### src/rtl/counter_pkg.sv
// Shared constants and helpers for the up/down counter and its prescaler.
package counter_pkg;

   localparam int CNT_WRAP = 0;
   localparam int CNT_SAT  = 1;

   // Bits needed to hold 0..n-1, never less than one bit.
   function automatic int clog2(input int unsigned n);
      int          bits_v;
      int unsigned reach_v;
      bits_v  = 0;
      reach_v = 32'd1;
      while (reach_v < n) begin
         reach_v = reach_v << 1;
         bits_v  = bits_v + 1;
      end
      if (bits_v < 1) begin
         bits_v = 1;
      end else begin
         bits_v = bits_v;
      end
      return bits_v;
   endfunction

endpackage

### src/rtl/counter_prescaler.sv
// Enable prescaler: tick is high when the phase reaches PRESCALE-1.
module counter_prescaler
   import counter_pkg::*;
#(
   parameter int PRESCALE = 1
) (
   input  logic clk,
   input  logic rst,
   input  logic en,
   input  logic restart,
   output logic tick
);

   localparam int             PW   = clog2(PRESCALE);
   localparam logic [PW-1:0]  LAST = PW'(PRESCALE - 1);

   logic [PW-1:0] phase_r;

   // Phase advances on enabled cycles and wraps after LAST; restart forces it to 0.
   always_ff @(posedge clk or negedge rst) begin
      if (!rst) begin
         phase_r <= '0;
      end else if (restart) begin
         phase_r <= '0;
      end else if (en) begin
         if (phase_r == LAST) begin
            phase_r <= '0;
         end else begin
            phase_r <= phase_r + PW'(1);
         end
      end else begin
         phase_r <= phase_r;
      end
   end

   assign tick = (phase_r == LAST);

endmodule

### src/rtl/updown_counter.sv
// Parametrised up/down modulus counter with load, clear, prescaler,
// wrap or saturate mode, terminal count, boundary pulse and sticky overflow.
module updown_counter
   import counter_pkg::*;
#(
   parameter int     WIDTH    = 4,
   parameter longint MODULUS  = 64'sd16,
   parameter int     SATURATE = 0,
   parameter int     PRESCALE = 1
) (
   input  logic             clk,
   input  logic             rst,
   input  logic             en,
   input  logic             up,
   input  logic             load,
   input  logic [WIDTH-1:0] load_val,
   input  logic             clr,
   input  logic             ovf_clr,
   output logic [WIDTH-1:0] out,
   output logic             tc,
   output logic             evt,
   output logic             ovf
);

   generate
      if (MODULUS < 64'sd2 || MODULUS > (64'sd1 << WIDTH)) begin : g_bad_modulus
         $error("updown_counter: MODULUS out of range for WIDTH");
      end
      if (PRESCALE < 1) begin : g_bad_prescale
         $error("updown_counter: PRESCALE must be at least 1");
      end
   endgenerate

   localparam logic [WIDTH:0]   MAX_EXT  = (WIDTH+1)'(MODULUS - 64'sd1);
   localparam logic [WIDTH-1:0] MAX_VAL  = WIDTH'(MODULUS - 64'sd1);
   localparam bit               SAT_MODE = (SATURATE == CNT_SAT);

   logic [WIDTH-1:0] out_r;
   logic             evt_r;
   logic             ovf_r;
   logic             tick_s;
   logic             step_s;
   logic             bnd_s;
   logic [WIDTH-1:0] next_out_s;
   logic [WIDTH:0]   inc_s;
   logic [WIDTH:0]   dec_s;
   logic [WIDTH:0]   ld_ext_s;

   counter_prescaler #(
      .PRESCALE (PRESCALE)
   ) u_prescaler (
      .clk     (clk),
      .rst     (rst),
      .en      (en),
      .restart (clr | load),
      .tick    (tick_s)
   );

   assign step_s   = en & tick_s;
   // One extra bit keeps MODULUS = 2^WIDTH from overflowing; its borrow marks the down boundary.
   assign inc_s    = {1'b0, out_r} + (WIDTH+1)'(1);
   assign dec_s    = {1'b0, out_r} - (WIDTH+1)'(1);
   assign ld_ext_s = {1'b0, load_val};

   // Next count and boundary detection with clr > load > step > hold priority.
   always_comb begin
      next_out_s = out_r;
      bnd_s      = 1'b0;
      if (clr) begin
         next_out_s = '0;
      end else if (load) begin
         if (ld_ext_s > MAX_EXT) begin
            next_out_s = MAX_VAL;
         end else begin
            next_out_s = load_val;
         end
      end else if (step_s) begin
         if (up) begin
            if (inc_s > MAX_EXT) begin
               bnd_s      = 1'b1;
               next_out_s = SAT_MODE ? MAX_VAL : '0;
            end else begin
               next_out_s = inc_s[WIDTH-1:0];
            end
         end else begin
            if (dec_s[WIDTH]) begin
               bnd_s      = 1'b1;
               next_out_s = SAT_MODE ? '0 : MAX_VAL;
            end else begin
               next_out_s = dec_s[WIDTH-1:0];
            end
         end
      end else begin
         next_out_s = out_r;
      end
   end

   // Count, event pulse and sticky overflow registers; a boundary beats ovf_clr.
   always_ff @(posedge clk or negedge rst) begin
      if (!rst) begin
         out_r <= '0;
         evt_r <= 1'b0;
         ovf_r <= 1'b0;
      end else begin
         out_r <= next_out_s;
         evt_r <= bnd_s;
         ovf_r <= bnd_s | (ovf_r & ~ovf_clr);
      end
   end

   assign out = out_r;
   assign evt = evt_r;
   assign ovf = ovf_r;
   assign tc  = up ? (out_r == MAX_VAL) : (out_r == '0);

endmodule

### config.mk
export PLATFORM = sky130hd
export DESIGN_NAME = updown_counter
export DESIGN_NICKNAME = d
export VERILOG_FILES = /design/src/rtl/counter_pkg.sv /design/src/rtl/counter_prescaler.sv /design/src/rtl/updown_counter.sv
export SDC_FILE = /design/constraint.sdc
export NUM_CORES = 1
export LEC_CHECK = 0
export ABC_CLOCK_PERIOD_IN_PS = 4100
export CAP_MARGIN = 20
export CORE_MARGIN = 2
export CORE_UTILIZATION = 45
export CTS_CLUSTER_DIAMETER = 100
export CTS_CLUSTER_SIZE = 40
export DETAILED_ROUTE_END_ITERATION = 6
export HOLD_SLACK_MARGIN = 0.02
export PLACE_DENSITY = 0.76
export SYNTH_ARGS = -nofsm -noshare
export SYNTH_HDL_FRONTEND = slang
export SYNTH_HIERARCHICAL = 1
export SYNTH_SLANG_ARGS = --single-unit
### constraint.sdc
create_clock -name clk -period 4.1 [get_ports clk]
set_clock_uncertainty 0.15 [all_clocks]
set_input_delay 0.82 -clock clk [delete_from_list [all_inputs] [get_ports clk]]
set_output_delay 0.82 -clock clk [all_outputs]
set_load 0.03 [all_outputs]
# Word-level counts from Yosys, hierarchy flattened
# Cells that the tools add are included.
# W data, S select, Z words.
dict set report op_classes {
  n_reduce_logical 3
  add_sub_neg 3
  bitwise 6
  n_mux 17
  magnitude_cmp 2
  n_eq_ne 1
}
# cell count
set ops {}
lappend ops {{$mux W4} 7}
lappend ops {{$mux W1} 10}
lappend ops {{$add A4 B1 Y5 const B} 1}
lappend ops {{$gt A5 B4 Y1 const B} 1}
lappend ops {{$sub A4 B1 Y5 const B} 1}
lappend ops {{$eq A4 B4 Y1 const B} 1}
lappend ops {{$gt A4 B4 Y1 const B} 1}
lappend ops {{$logic_not A4 Y1} 1}
lappend ops {{$reduce_bool A3 Y1} 1}
lappend ops {{$and A1 B1 Y1} 2}
lappend ops {{$not A1 Y1} 2}
lappend ops {{$or A1 B1 Y1} 2}
lappend ops {{$reduce_bool A2 Y1} 1}
lappend ops {{$add A1 B1 Y1 const B} 1}
dict set report totals {
  input_bits 11
  wordCells 36
  reg_bits 7
}

# Logic depth before layout (Yosys ltp)
dict set report logic_depth {
  depth_word 8
  mapped_depth 7
}

# Cells and area by module
# The synthesis kept the hierarchy.
# mod area_each_um2 seq_area_each_um2 instances cells_per_inst
set modules_own_cells {}
lappend modules_own_cells {updown_counter 616.8 150.1 1 78}
lappend modules_own_cells {counter_prescaler 11.3 0.0 1 2}

# Worst setup path after synthesis
# Ideal clock, no wire load.
dict set report synth_timing {
  kind {input -> output}
  start {input up}
  end {output tc}
  t_arrival_ps 1865
  n_path_buf 1
  path_stages 3
  setup_slack_ps 1265
  cell_sequence {clkbuf_1 nand2_1 o21ai_0}
}
dict set report synth_via {
  elab_chain_cells 1
}
# item line_no
set synth_lines {}
lappend synth_lines {{start: declaration} updown_counter.sv:14} ;# input logic up,
lappend synth_lines {{$mux W1} updown_counter.sv:114} ;# assign tc = up ? (out_r == MAX_VAL) : (out_r == '0);
lappend synth_lines {{end: declaration} updown_counter.sv:20} ;# output logic tc,
# No other way between the ends.

# Worst setup path in the final report
# Same ends and word-level chain as after synthesis.

==> key figures <==
Synth
  – Sequential share of the synthesized area: 0.239
  – Predominant post-synthesis flop cell: dfrtp_1
  – Post-synthesis mux area share: 0
  – Synth Area in Compound Gates: 0.341
  – Synthesis-stage register bit count: 6
  – Main combinational cell family by area after synthesis: compound AO/OA/AOI/OAI gates
  – Post-Synth Simple-Gate Area: 0.213
  – Post-synth ARST share: 1.00
  – Post-synth EDFFs: 0
  – Mapped Cells: 80
  – Distinct cells, synth: 38
  – Syn nets: 95
  – Post-Synth Adder-Cell Area: 0.0797
  – Post-Syn Area per Cell: roughly 7.9 µm²
  – Ys Warns: 6
  – XOR/XNOR Fraction of Synth Area: 0.0139
  – Post-Syn Area: approximately 630 µm²

Detailed routing
  – DR iter-0 viols: 24
  – Final wirelength: 1.46 mm
  – Vias per Instance: a little under 6
  – Drt drc: 0
  – Drt wl/cell: approximately 14 µm
  – Via Count: 624
  – ANT nets after route: 0
  – First-pass DRT Iterations: 4

Floorplan
  – Initial core utilization: 0.483
  – # IOs: 18
  – Core area: ~0.0013 mm²
  – Core Rows: 13
  – Die area: 0.00171 mm²
  – Die X: about 41 µm
  – Die Ht: just over 40 µm

Critical path
  – CP Launch Type: primary input
  – Worst R2R Start: out[0]
  – Crit path kind: primary input to output port
  – CP Capture Type: output port
  – R2R depth: 6
  – WP depth: 5
  – Critical Path AT: 2.52 ns
  – Cell mode on critical path: clkdlybuf4s50_1
  – Worst EP required: between 3 and 4 ns
  – CP top delay family: buffers and inverters
  – CP peak stage delay: between 0.6 and 0.7 ns
  – Buf/Inv on CP: 2
  – Worst-path fanout max: 12
  – Reg2reg setup slack: roughly 1.8 ns
  – CP Cell Sequence: clkdlybuf4s50_1 -> nor2_1 -> nand3_1 -> o21ai_0 -> clkdlybuf4s50_1
  – Reg-to-reg endpoint: ovf
  – Crit-path slowest cell: clkdlybuf4s50_1

Placement
  – DP HPWL: about 1.1 mm
  – # port buffers: 17
  – GPL Wtd Cong: around 0.89

Timing
  – Peak Freq: between 200 and 300 MHz
  – Setup_tns: 0 ns
  – Fin. Hold Viols: 0
  – Post-layout min period: around 3.5 ns
  – Max Slew Vio Count: 0
  – Final clock period utilization by the worst path: 0.852
  – Final setup violation count: 0
  – RSZ-0062 raised after global routing: false

Worst hold path
  – Worst hold path cell count: 2
  – Worst Hold Class: flip-flop to flip-flop
  – Hold_sp: ovf
  – Hold Path Sink: ovf

Outcome
  – Run status: complete, no violations

Global routing
  – First-pass GRT wire length: roughly 2.2 mm
  – GR Util All Layers: 0.193
  – Largest net degree at the start of global routing: 17
  – Initial antenna violation count: 0
  – Vias in the first global route: between 500 and 600
  – GRT overflow: 0

Clocking
  – Hold-fix buffers, CTS: 0
  – Maximum root-to-sink buffer count: 2
  – Clock sink count: 6
  – Post-cts sizing count: 0
  – CTS tree: yes
  – Worst-skew pair later-pin latency: around 0.23 ns
  – # Post-CTS Setup Buffers: 0
  – CTS clk-pin slew, worst paths: ~0.040 ns
  – TritonCTS Buffers: 3
  – Root buffer cell: clkbuf_4
  – H-tree levels: 1

Pwr
  – Leak: ~0.34 nW
  – Sequential cell fraction of total power: 0.367
  – Combinational fraction of design power: 0.384
  – Switch share: 0.345
  – Clock power frac: 0.248
  – Switch Pwr: approximately 0.00007 W
  – Pwr dens: 251 mW/mm²
  – Int Power: between 0.0001 and 0.00015 W
  – Maximum vdd drop: ~0.0002 V

Finish
  – Fillers: 124
  – Nets: 110
  – Most frequent cells in the layout: clkdlybuf4s50_1 (17), inv_1 (8), nor2_1 (6), a21oi_1 (6), dfrtp_1 (6)
  – Layout cells sized above 1: 0.0430
  – Final core utilization: 0.616
  – Commonest non-fill, non-tap cell in the layout: clkdlybuf4s50_1
  – Area Overhead vs Synth: 27.7%
  – Ant diodes: 0

Job
  – Max-Cap Viols: 0
[power by group through the flow]
stage / sequential (W) / clock, W / combinational [W]
after global placement: 0.0000744 / 0 / 0.0000761
after detailed placement: 0.0000746 / 0 / 0.0000766
after CTS: 0.0000738 / 0.0000524 / 0.0000771
after floorplan: 0.0000756 / 0 / 0.0000481
final: 0.0000739 / 0.0000500 / 0.0000773
after global routing: 0.0000755 / 0.0000592 / 0.0000845
[worst max-delay path by stage]
stage          end  start  slack, ns
5_1_grt         tc     up       0.54
2_1_floorplan   tc     up       1.26
3_5_place_dp    tc     up       0.65
4_1_cts         tc     up       0.64
6_report        tc     up       0.61
3_3_place_gp    tc     up       0.68
[cell families (layout without fill, tap and decap cells)]
family	Yosys count	in the layout
flip-flops	6	6
buffers and inverters	15	28
other	1	1
AO/OA/AOI/OAI	29	29
XOR/XNOR	1	1
AND/OR/NAND/NOR	24	24
adder cells (fa/ha/maj)	4	4
[synth_stat cells (all sizes together), types with 2 or more instances]
cell type | count | share of area
inv | 8 | 0.048
nor2 | 6 | 0.036
a21o | 2 | 0.024
and3b | 2 | 0.028
nand2 | 5 | 0.030
ha | 4 | 0.080
nand3 | 2 | 0.016
a31oi | 2 | 0.020
buf | 2 | 0.030
a211oi | 2 | 0.024
clkbuf | 5 | 0.030
dfrtp | 6 | 0.24
o32ai | 2 | 0.040
and2 | 2 | 0.020
a21oi | 6 | 0.048
o21ai | 4 | 0.032
nor3 | 2 | 0.016
[layer usage]
metal	GRT usage	wire [µm]
met5	0	0
met4	0	0
met3	0.0479	66
met2	0.320	703
met1	0.271	695
[layout make-up]
type,count,area [µm²],share of cell area
flip-flops and latches,6,150,0.187
inverters,8,30.0,0.0374
well taps,15,18.8,0.0234
repair buffers,17,170,0.212
clock buffers,3,22.5,0.0281
multi-input cells,59,410,0.512
[through the flow]
step	instance area, µm²	hold slack [ns]	total power (W)	worst slack, ns	std cells
after floorplan	628	0.374	0.000124	1.26	80
after global placement	779	0.354	0.000150	0.682	105
after detailed placement	779	0.369	0.000151	0.648	105
after CTS	802	0.381	0.000203	0.644	108
after global routing	802	0.390	0.000219	0.535	108
final	802	0.371	0.000201	0.608	108
[state kept, by name, summed over array words and instances, names as in the netlist]
register,cells
out,4
evt,1
ovf,1
[worst register-to-register path, cell delays in order, from the launching register on]
cell,delay (ns)
dfrtp_1,0.53
inv_1,0.15
ha_1,0.36
or3b_1,0.40
o21ai_1,0.22
a21boi_1,0.13
o32ai_2,0.24
Note: power is estimated with default switching activity, not from simulation.
